--- src/rtl/rc_pipe_unit.sv ---
// rc_pipe_unit: round-robin arbitrated, two-stage route-computation unit for
// the torus/mesh NoC router. Stage A grants one requester and captures its
// destination into S1; stage B computes the productive directions, the hop
// count and the range error, and loads them into the S2 output register.
module rc_pipe_unit #(
    parameter int NUM_REQ  = 17,
    parameter int X_BITS   = 2,
    parameter int Y_BITS   = 2,
    parameter int NODES_X  = 4,
    parameter int NODES_Y  = 4,
    parameter bit TORUS    = 1'b1,
    parameter bit TIE_LFSR = 1'b1,
    parameter int HOP_BITS = $clog2(NODES_X + NODES_Y),
    parameter int IDX_BITS = $clog2(NUM_REQ)
) (
    input  logic                             clk,
    input  logic                             rst,
    input  logic [X_BITS-1:0]                pos_x,
    input  logic [Y_BITS-1:0]                pos_y,
    input  logic [NUM_REQ-1:0]               rc_req,
    input  logic [NUM_REQ*(Y_BITS+X_BITS)-1:0] rc_dest,
    output logic [NUM_REQ-1:0]               rc_gnt,
    output logic                             rc_vld,
    input  logic                             rc_rdy,
    output logic [IDX_BITS-1:0]              rc_idx,
    output logic [3:0]                       rc_route,
    output logic                             rc_local,
    output logic [HOP_BITS-1:0]              rc_hops,
    output logic                             rc_err
);

    localparam int DW = X_BITS + Y_BITS;
    localparam int XW = X_BITS + 1;
    localparam int YW = Y_BITS + 1;
    localparam logic [XW-1:0] NX = XW'(NODES_X);
    localparam logic [YW-1:0] NY = YW'(NODES_Y);
    localparam logic [9:0] SEED_X = 10'h001;
    localparam logic [9:0] SEED_Y = 10'h2A5;

    logic [IDX_BITS-1:0] ptr_q, ptr_d;
    logic                s1_vld_q, s1_vld_d;
    logic [IDX_BITS-1:0] s1_idx_q;
    logic [DW-1:0]       s1_dest_q;
    logic                s2_vld_q, s2_vld_d;
    logic [IDX_BITS-1:0] idx_q;
    logic [3:0]          route_q, route_d;
    logic                local_q, local_d;
    logic [HOP_BITS-1:0] hops_q, hops_d;
    logic                err_q, err_d;
    logic [9:0]          lfsr_x_q, lfsr_y_q;

    logic                win_vld;
    logic [IDX_BITS-1:0] win_idx;
    logic [IDX_BITS:0]   cand;
    logic                s2_load, accept;

    logic [XW-1:0] dx, px, mx, hops_x;
    logic [YW-1:0] dy, py, my, hops_y;
    logic          xp, xn, yp, yn, err_x, err_y, tie_x, tie_y;

    assign s2_load = s1_vld_q && (!s2_vld_q || rc_rdy);
    assign accept  = win_vld && (!s1_vld_q || s2_load);
    assign tie_x   = TIE_LFSR && lfsr_x_q[0];
    assign tie_y   = TIE_LFSR && lfsr_y_q[0];

    assign rc_vld   = s2_vld_q;
    assign rc_idx   = idx_q;
    assign rc_route = route_q;
    assign rc_local = local_q;
    assign rc_hops  = hops_q;
    assign rc_err   = err_q;

    // Round-robin search: first requester at or after ptr, wrapping to 0.
    always_comb begin
        win_vld = 1'b0;
        win_idx = '0;
        cand    = '0;
        for (int unsigned i = 0; i < NUM_REQ; i++) begin
            cand = {1'b0, ptr_q} + (IDX_BITS+1)'(i);
            if (cand >= (IDX_BITS+1)'(NUM_REQ))
                cand = cand - (IDX_BITS+1)'(NUM_REQ);
            if (!win_vld && rc_req[cand[IDX_BITS-1:0]]) begin
                win_vld = 1'b1;
                win_idx = cand[IDX_BITS-1:0];
            end
        end
    end

    // Grant, pointer advance and pipeline occupancy next-state.
    always_comb begin
        rc_gnt   = '0;
        ptr_d    = ptr_q;
        s1_vld_d = accept ? 1'b1 : (s2_load ? 1'b0 : s1_vld_q);
        s2_vld_d = s2_load || (s2_vld_q && !rc_rdy);
        if (accept) begin
            if (rst)
                rc_gnt = NUM_REQ'(1) << win_idx;
            ptr_d = (win_idx == IDX_BITS'(NUM_REQ - 1)) ? '0 : win_idx + 1'b1;
        end
    end

    // X dimension: direction and hop count from the S1 destination.
    always_comb begin
        dx     = {1'b0, s1_dest_q[X_BITS-1:0]};
        px     = {1'b0, pos_x};
        err_x  = (dx >= NX);
        mx     = '0;
        xp     = 1'b0;
        xn     = 1'b0;
        hops_x = '0;
        if (TORUS) begin
            mx = (dx >= px) ? dx - px : dx - px + NX;
            if (mx != '0) begin
                if ((mx << 1) < NX) begin
                    xp = 1'b1; hops_x = mx;
                end else if ((mx << 1) > NX) begin
                    xn = 1'b1; hops_x = NX - mx;
                end else begin
                    xn = tie_x; xp = !tie_x; hops_x = mx;
                end
            end
        end else if (dx > px) begin
            xp = 1'b1; hops_x = dx - px;
        end else if (dx < px) begin
            xn = 1'b1; hops_x = px - dx;
        end
    end

    // Y dimension: same arithmetic against NODES_Y and the Y tie bit.
    always_comb begin
        dy     = {1'b0, s1_dest_q[DW-1:X_BITS]};
        py     = {1'b0, pos_y};
        err_y  = (dy >= NY);
        my     = '0;
        yp     = 1'b0;
        yn     = 1'b0;
        hops_y = '0;
        if (TORUS) begin
            my = (dy >= py) ? dy - py : dy - py + NY;
            if (my != '0) begin
                if ((my << 1) < NY) begin
                    yp = 1'b1; hops_y = my;
                end else if ((my << 1) > NY) begin
                    yn = 1'b1; hops_y = NY - my;
                end else begin
                    yn = tie_y; yp = !tie_y; hops_y = my;
                end
            end
        end else if (dy > py) begin
            yp = 1'b1; hops_y = dy - py;
        end else if (dy < py) begin
            yn = 1'b1; hops_y = py - dy;
        end
    end

    // Result assembly; an out-of-range destination suppresses every field but err.
    always_comb begin
        err_d   = err_x || err_y;
        route_d = err_d ? 4'b0000 : {yn, yp, xn, xp};
        local_d = !err_d && !(xp || xn || yp || yn);
        hops_d  = err_d ? '0 : HOP_BITS'(hops_x) + HOP_BITS'(hops_y);
    end

    // Pipeline registers, pointer and tie LFSRs (shift on every S2 load).
    always_ff @(posedge clk or negedge rst) begin
        if (!rst) begin
            ptr_q     <= '0;
            s1_vld_q  <= 1'b0;
            s1_idx_q  <= '0;
            s1_dest_q <= '0;
            s2_vld_q  <= 1'b0;
            idx_q     <= '0;
            route_q   <= '0;
            local_q   <= 1'b0;
            hops_q    <= '0;
            err_q     <= 1'b0;
            lfsr_x_q  <= SEED_X;
            lfsr_y_q  <= SEED_Y;
        end else begin
            ptr_q    <= ptr_d;
            s1_vld_q <= s1_vld_d;
            s2_vld_q <= s2_vld_d;
            if (accept) begin
                s1_idx_q  <= win_idx;
                s1_dest_q <= rc_dest[win_idx*DW +: DW];
            end
            if (s2_load) begin
                idx_q    <= s1_idx_q;
                route_q  <= route_d;
                local_q  <= local_d;
                hops_q   <= hops_d;
                err_q    <= err_d;
                lfsr_x_q <= {lfsr_x_q[8:0], lfsr_x_q[9] ^ lfsr_x_q[6]};
                lfsr_y_q <= {lfsr_y_q[8:0], lfsr_y_q[9] ^ lfsr_y_q[6]};
            end
        end
    end

endmodule
--- config.mk ---
export PLATFORM = sky130hd
export DESIGN_NAME = rc_pipe_unit
export DESIGN_NICKNAME = d
export VERILOG_FILES = /design/src/rtl/rc_pipe_unit.sv
export SDC_FILE = /design/constraint.sdc
export NUM_CORES = 1
export LEC_CHECK = 0
export ABC_AREA = 1
export BUFFER_PORTS_ARGS = -buffer_cell sky130_fd_sc_hd__clkbuf_2
export CAP_MARGIN = 20
export CORE_UTILIZATION = 30
export DETAILED_ROUTE_END_ITERATION = 8
export GPL_TIMING_DRIVEN = 1
export PLACE_DENSITY = 0.47
export SLEW_MARGIN = 20
export SYNTH_ARGS = -nofsm -noshare
export SYNTH_HDL_FRONTEND = slang
export SYNTH_SLANG_ARGS = --single-unit
export TNS_END_PERCENT = 100
--- constraint.sdc ---
create_clock -name clk -period 10.5 [get_ports clk]
set_input_delay 0 -clock clk [delete_from_list [all_inputs] [get_ports clk]]
set_output_delay 0 -clock clk [all_outputs]
set_load 0.01 [all_outputs]
# ---- Yosys cells after proc, flatten, opt, wreduce, memory -nomap -nowiden
# Cells that the tools add are included.
dict set report totals {
  memories 0
  regBits 49
  ram_bits 0
  output_inout_bits 32
  latch_bits 0
  in_bits 92
  rom_bits 0
}
dict set report classes {
  addsub 41
  shift 2
  muxes 110
  n_reduce_logical 50
  n_lt_le_gt_ge 40
  n_div 0
  bitwise_logic 2
  eq_ne 1
  mul 0
}
# op count
set ops {}
lappend ops {{$mux 5} 35}
lappend ops {{$lt 5x6->1 const B} 17}
lappend ops {{$ge 6x5->1 const B} 16}
lappend ops {{$bmux 1 s5} 17}
lappend ops {{$sub 5x5->5 const B} 17}
lappend ops {{$shiftx 68x8->4} 1}
lappend ops {{$add 5x4->6 const B} 8}
lappend ops {{$mux 1} 48}
lappend ops {{$mux 17} 2}
lappend ops {{$add 5x3->6 const B} 4}
lappend ops {{$mux 3} 8}
lappend ops {{$logic_not 1->1} 22}
lappend ops {{$logic_and 1x1->1} 19}
lappend ops {{$shl 1x5->17 const A} 1}
lappend ops {{$add 5x2->6 const B} 2}
lappend ops {{$add 3x3->3 const B} 2}
lappend ops {{$add 5x1->6 const B} 1}
lappend ops {{$add 5x5->6 const B} 1}
lappend ops {{$gt 3x3->1 const B} 2}
lappend ops {{$logic_or 1x1->1} 6}
lappend ops {{$lt 3x3->1 const B} 2}
lappend ops {{$reduce_bool 3->1} 2}
lappend ops {{$sub 2x2->3} 2}
lappend ops {{$sub 3x3->3 const A} 2}
lappend ops {{other kinds (7)} 9}

# ---- Logic depth before layout (Yosys ltp)
# Gate-level depths: netlist of run 1.
dict set report logic_depth {
  ltp_word 56
  mapped_depth 44
}

# ---- Worst setup path before layout of run 1
# OpenSTA, ideal clock, no wires.
dict set report synth_timing {
  path_kind {register to register}
  startpoint {register ptr_q[0]}
  endpoint {register ptr_q[1]}
  slack_ps 5814
  stages_incl_launch_ff 37
  setup_ps 83
  t_arrival_ps 4602
  required_time_ps 10417
  path_cell_list {dfrtp_1 inv_2 buf_2 buf_2 ha_1 buf_2 inv_1 buf_1 nand2_1 o21ai_1 nor2_1 nand3_1 nand3_1 o21bai_1 nand2_1 nand2_1 nand2_1 nand3_2 nor2_2 nand4_2 nor2_2 nand4_2 nor2_2 nand2_1 nand2_1 inv_1 nand2_1 nand2_1 nand2_2 nand2_4 buf_4 ha_1 nand2_1 inv_2 a21oi_2 nand2_1 o21ai_0}
}
dict set report synth_via {
  elab_chain_cells 55
  word_cells_on_any_way 171
}
# item line
set synth_lines {}
lappend synth_lines {{start, declared} 40} ;# logic [IDX_BITS-1:0] ptr_q, ptr_d;
lappend synth_lines {{start signal, assigned} 180} ;# ptr_q <= ptr_d;
lappend synth_lines {{parallel branches: the longest is 55 deep, another holds $add 5x1->6} -}
# Several ways; the timed one is not identified. The select of a mux whose other input is x is not followed.
# A chain may end at the register's enable or synchronous reset.

# ---- Worst setup path after layout of run 1
dict set report layout_timing {
  startpoint {register ptr_q[1]}
  endpoint {output port rc_gnt[15]}
}
dict set report layout_via {
  elab_chain_cells 56
  word_cells_on_any_way 171
}
# item line
set layout_lines {}
lappend layout_lines {{parallel branches: the longest is 52 deep, another holds $add 5x1->6} -}
lappend layout_lines {{$mux 5 (*)} 82} ;# if (!win_vld && rc_req[cand[IDX_BITS-1:0]]) begin
lappend layout_lines {{via win_idx[0]} 53} ;# logic [IDX_BITS-1:0] win_idx;
lappend layout_lines {{$shl 1x5->17 (*)} 97} ;# rc_gnt = NUM_REQ'(1) << win_idx;
lappend layout_lines {{$mux 17 (*)} 96} ;# if (rst)
lappend layout_lines {{$mux 17 (*)} 95} ;# if (accept) begin
lappend layout_lines {{end, declared} 22} ;# output logic [NUM_REQ-1:0] rc_gnt,
# Mark *: on every way through the listed nets, which the timed path passes. The select of a mux whose other input is x is not followed.

==> results of run 1 <==
## state kept, by name, indices dropped and copies added, names as in the netlist
signal and cells:
lfsr_x_q 10, s1_dest_q 4, rc_hops 3, s1_vld_q 1, s1_idx_q 5, rc_idx 5
lfsr_y_q 10, rc_route 4, rc_vld 1, ptr_q 5, rc_local 1
## final cells by class
cell class                      instances  area share
Clock buffer                            6      0.0123
Clock inverter                          2     0.00143
Sequential cell                        49       0.117
Multi-Input combinational cell       1410       0.691
Tap cell                              402      0.0479
Timing Repair Buffer                  128      0.0629
Inverter                              187      0.0675
## final timing paths
| kind | slack (ns) | cells past startpoint | start | to |
|---|---|---|---|---|
| setup / recovery | 2.75 | 30 | ptr_q[1] | rc_gnt[15] |
| hold / removal | 0.01 | 3 | rc_dest[64] | s1_dest_q[0] |
| setup reg to reg | 2.95 | 29 | ptr_q[1] | ptr_q[2] |
| hold reg to reg | 0.47 | 2 | lfsr_x_q[1] | lfsr_x_q[2] |
| max in group asynchronous | 9.61 | 3 | rst | ptr_q[4] |
| min in group asynchronous | 0.47 | 3 | rst | lfsr_y_q[4] |
## cells in the mapped netlist (23+ instances only)
| cell | instances | area (um2) |
|---|---|---|
| nand2_1 | 544 | 2040 |
| o21ai_1 | 42 | 210 |
| nand3_1 | 282 | 1410 |
| o21ai_0 | 125 | 626 |
| inv_1 | 163 | 612 |
| xor2_1 | 26 | 228 |
| nor2_1 | 94 | 353 |
| clkbuf_1 | 23 | 86.3 |
| ha_1 | 33 | 413 |
| a21oi_1 | 51 | 255 |
| o211ai_1 | 38 | 285 |
| dfrtp_1 | 43 | 1080 |
| nand2_2 | 29 | 181 |
## tightest hold or removal path, stage by stage
cell      delay (ns)
clkbuf_2        0.08
a21oi_1         0.06
a21oi_1         0.14
## logic make-up after synthesis
logic type | synth area share
DFF | 0.128
AOI/OAI and AO/OA | 0.185
adders and majority gates | 0.0492
and+or+nand+nor | 0.482
buffers and inverters | 0.117
xor gates and xnor gates | 0.0389
other | 0.000390
## what timing repair did
action	in CTS	in global routing
setup endpoints to repair	0	0
hold endpoints to repair	45	0
hold buffers	2	0
## through the flow
stage                     hold slack, ns  instance area [um2]  cells
after global routing              0.0223                10500   2184
after global placement             0.280                10300   2174
final                             0.0140                10500   2184
after CTS                       0.000957                10500   2184
after detailed placement           0.282                10300   2174
after floorplan                   -0.296                 9610   1716
## routing by layer
layer  part of all wire  GRT usage  vias up  routed length [um]
met4              0.033     0.0854        0                1400
li1                   -          -     5819                   -
met2               0.42      0.388      590               18000
met3               0.10     0.0492       86                4340
met5                  0          0        -                   0
met1               0.44      0.357     5367               18800
==> summary.txt, run 1 <==
STA
  • Pin slew with the least headroom to its limit: 0.934 ns
  • Highest achievable clock rate: 129 MHz
  • Setup skew after layout: 0.00748 ns
  • Finish-stage setup viols: 0
  • Final Max Tran Viols: 0
  • Final period util: 0.738
  • Fin Setup TNS: 0 ns
  • Normalized max-slew margin: 0.371
  • Setup slack after layout: 2.75 ns
  • Final hold violation count: 0
  • Unrepaired setup endpoints after global routing: no
  • Min cycle time layout: 7.75 ns

Route
  • Number of routed nets with antenna violations: 0
  • Via count: 11862
  • Routed wirelength normalized by instance count: 19.5 um
  • Number of DRC violations after detailed-routing iteration 0: 1188
  • Length of the first detailed-routing pass in iterations: 6
  • Vias per cell: 5.43
  • Total wire length: 42500 um
  • Drc violations: 0

Run
  • Max-capacitance violation count: 0

Clocking
  • CTS Buf Count: 5
  • CTS Root Buffer Type: clkbuf_16
  • Worst-skew pair later-pin latency: 0.30 ns
  • CTS tree: yes
  • Longest Clk Path Bufs: 2
  • Clock transition at the registers of the reported paths: 0.07 ns
  • Resized Gates After CTS: 0
  • Number of sinks handled by clock tree synthesis: 49
  • Count of H-tree levels built during CTS: 2
  • Post-CTS Setup Bufs: 0

Place
  • Final Wtd Congestion: 0.958
  • Placement Setup Slack: 3.13 ns
  • Buffers on Ports: 122
  • Placed wire-length estimate after detailed placement: 32400 um

Floorplan
  • Vertical die dimension: 181 um
  • Core area: 0.0316 mm2
  • FP Rows: 65
  • Number of placed I/O pins: 124
  • Starting Density: 0.305
  • Die Outline Area: 0.0328 mm2
  • X dimension of the die: 181 um

Synth
  • Number of enable flip-flop cells after synthesis: 0
  • Post-synth design cell area: 0.00961 mm2
  • Post-synthesis net count: 1844
  • Async set-or-reset flop fraction in the synthesized netlist: 1.00
  • Number of warning messages in the yosys log: 0
  • Synth Instances: 1716
  • Yosys reg bits: 49
  • Post-synthesis area per instance: 5.60 um2
  • Most frequently used flop master after synthesis: dfrtp_1
  • Portion of the post-synthesis area used by sequential elements: 0.128
  • Number of unique standard cell types used by synthesis: 58

Finish
  • Area growth from synthesis to layout: 9.32%
  • Total area of multi-input combinational cells: 0.00726 mm2
  • Filler instances: 3634
  • Number of antenna cells inserted: 0
  • Most common cell after layout, fill and taps aside: nand2_1
  • Most frequent cells in the layout: nand2_1, nand3_1, inv_1, o21ai_0, clkbuf_2
  • Finished Core Util: 0.333
  • Final nets: 1909
  • Ratio of cells with drive above 1 in the final layout: 0.137
  • FF/Latch Area: 0.00123 mm2

Setup path
  • Required time of the critical path: 10.50 ns
  • Arr. time, crit path: 7.75 ns
  • Endpoint type of the worst setup path: output port
  • Family with the most delay on the worst path: simple AND/OR/NAND/NOR gates
  • Largest fanout on the critical path: 37
  • Nature of the critical path startpoint: flip-flop
  • Classification of the worst setup path: reg2out
  • Most used cell along the critical path: nand2_1
  • Bufs and invs on worst path: 7
  • Critical-path cell with the highest stage delay: ha_1
  • Max stage delay on crit path: 1.03 ns

GRT
  • Number of global-route vias before repair: 10937
  • Global Route Usage Sum: 0.255
  • Aggregate global routing overflow: 0
  • Number of antenna violations at the first check in global routing: 1
  • Largest net degree at the start of global routing: 50
  • Global-route wire length before repair: 64700 um

Outcome
  • Status: finished, final reports clean

Worst hold path
  • Class of the worst hold path: in2reg
Power of run 1 is not shown: default switching activity piles up to over one toggle a cycle in this logic, so the estimate is an artifact.
==> inputs of run 2 (changes only) <==
==> constraint.sdc (replaced) <==
create_clock -name clk -period 7.49 [get_ports clk]
set_input_delay 0 -clock clk [delete_from_list [all_inputs] [get_ports clk]]
set_output_delay 0 -clock clk [all_outputs]
set_load 0.01 [all_outputs]
==> run 2 against run 1 <==
Critical path depth increased by 5. Sequential share of layout area down 0.083 points. Die area is the same. Count of clock-buffer cells in the layout did not move. Highest routed layer unchanged. Clock skew hardly changed.
==> summary.txt, run 2 (synthesized netlist as in run 1, its figures left out) <==
Setup path
  • Endpoint type of the worst setup path: output port
  • Required time of the critical path: 7.49 ns
  • Arr. time, crit path: 6.68 ns
  • Termination of the worst setup path: rc_gnt[15]
  • Worst-case reg-to-reg path depth: 34
  • Nature of the critical path startpoint: flip-flop
  • Beginning of the critical path: ptr_q[0]
  • Worst r2r dst: ptr_q[2]
  • Setup slack, reg-to-reg: 1.00 ns
  • Largest fanout on the critical path: 37
  • Startpoint of the worst register-to-register path: ptr_q[0]
  • Classification of the worst setup path: reg2out
  • Max stage delay on crit path: 0.46 ns
  • Critical-path cell with the highest stage delay: nand2_4

Run
  • Max-capacitance violation count: 0

GRT
  • Number of global-route vias before repair: 11120
  • Aggregate global routing overflow: 0
  • Global Route Usage Sum: 0.252
  • Global-route wire length before repair: 64800 um
  • Largest net degree at the start of global routing: 51
  • Number of antenna violations at the first check in global routing: 0

Finish
  • Ratio of cells with drive above 1 in the final layout: 0.142
  • Final nets: 1919
  • Most common cell after layout, fill and taps aside: nand2_1
  • Most frequent cells in the layout: nand2_1, nand3_1, inv_1, o21ai_0, clkbuf_2
  • FF/Latch Area: 0.00123 mm2
  • Area growth from synthesis to layout: 10.1%
  • Filler instances: 3535
  • Registers with the most flip-flops: lfsr_x_q (10), lfsr_y_q (10)
  • Total area of multi-input combinational cells: 0.00726 mm2
  • Number of antenna cells inserted: 0

Place
  • Final Wtd Congestion: 0.956
  • Buffers on Ports: 122
  • Placed wire-length estimate after detailed placement: 32500 um

STA
  • Unrepaired setup endpoints after global routing: no
  • Setup skew after layout: 0.00729 ns
  • Final period util: 0.892
  • Final hold violation count: 0
  • Pin slew with the least headroom to its limit: 0.901 ns
  • Fin Setup TNS: 0 ns
  • Normalized max-slew margin: 0.393
  • Final Max Tran Viols: 0
  • Highest achievable clock rate: 150 MHz
  • Finish-stage setup viols: 0
  • Min cycle time layout: 6.68 ns

Clocking
  • CTS tree: yes
  • Worst-skew pair later-pin latency: 0.29 ns
  • Count of H-tree levels built during CTS: 2
  • Resized Gates After CTS: 0
  • CTS Root Buffer Type: clkbuf_16
  • Longest Clk Path Bufs: 2
  • Count of hold-fix buffers inserted at cts: 2
  • Clock transition at the registers of the reported paths: 0.07 ns
  • Post-CTS Setup Bufs: 0
  • Number of sinks handled by clock tree synthesis: 49
  • CTS Buf Count: 5

Floorplan
  • Core area: 0.0316 mm2
  • Number of placed I/O pins: 124
  • Vertical die dimension: 181 um
  • Die Outline Area: 0.0328 mm2
  • Starting Density: 0.305
  • FP Rows: 65
  • X dimension of the die: 181 um

Worst hold path
  • Class of the worst hold path: in2reg
  • Cells on Worst Hold Path: 3

Route
  • Drc violations: 0
  • Length of the first detailed-routing pass in iterations: 8
  • Number of routed nets with antenna violations: 0
  • Number of DRC violations after detailed-routing iteration 0: 1323
  • Total wire length: 42100 um
  • Vias per cell: 5.46
  • Via count: 11982
  • Routed wirelength normalized by instance count: 19.2 um

Outcome
  • Status: finished, final reports clean
-- run 2: changes by cell type in the layout (fill, tap and decap cells not counted), sizes merged --
cell,previous run,this run
buf,4,14
-- run 2: worst min-delay path by stage --
stage                start      endpoint  slack (ns)
4_1_cts        rc_dest[64]  s1_dest_q[0]       0.002
3_5_place_dp           rst   rc_route[3]        0.16
5_1_grt        rc_dest[67]  s1_dest_q[3]        0.02
2_1_floorplan          rst   lfsr_x_q[1]       -0.30
3_3_place_gp           rst   lfsr_y_q[3]        0.16
6_report       rc_dest[64]  s1_dest_q[0]        0.01
-- run 2: stage by stage --
step           setup slack (ns)  hold WS, ns  instance area (um2)  instances   util
6_report                  0.807       0.0105                10600       2194  0.335
5_1_grt                   0.148       0.0181                10600       2194  0.335
4_1_cts                   0.886      0.00243                10600       2194  0.335
3_5_place_dp               1.12        0.165                10400       2184  0.330
3_3_place_gp               1.14        0.157                10400       2184  0.330
2_1_floorplan              2.80       -0.296                 9610       1716      -
-- run 2: layout make-up --
class	instances	share of cell area
clock inverters	2	0.00142
multi-input cells	1410	0.686
flip-flops and latches	49	0.117
well taps	402	0.0475
clock buffers	6	0.0122
repair buffers	138	0.0695
inverters	187	0.0670
-- run 2: worst max-delay path: cells and delay by family, from the launching register on --
kind / cells / cell delay, ns
simple gates: 25 / 3.90
buf+inv: 7 / 1.19
fa+ha+maj: 3 / 0.85
flops: 1 / 0.38
-- run 2: metal layers --
layer,global-route usage,up-vias,share of wire
met1,0.346,5427,0.43
li1,-,5830,-
met2,0.394,620,0.42
met4,0.102,0,0.043
met5,0,-,0
met3,0.0373,105,0.10
Power of run 2 is left out for the same reason.
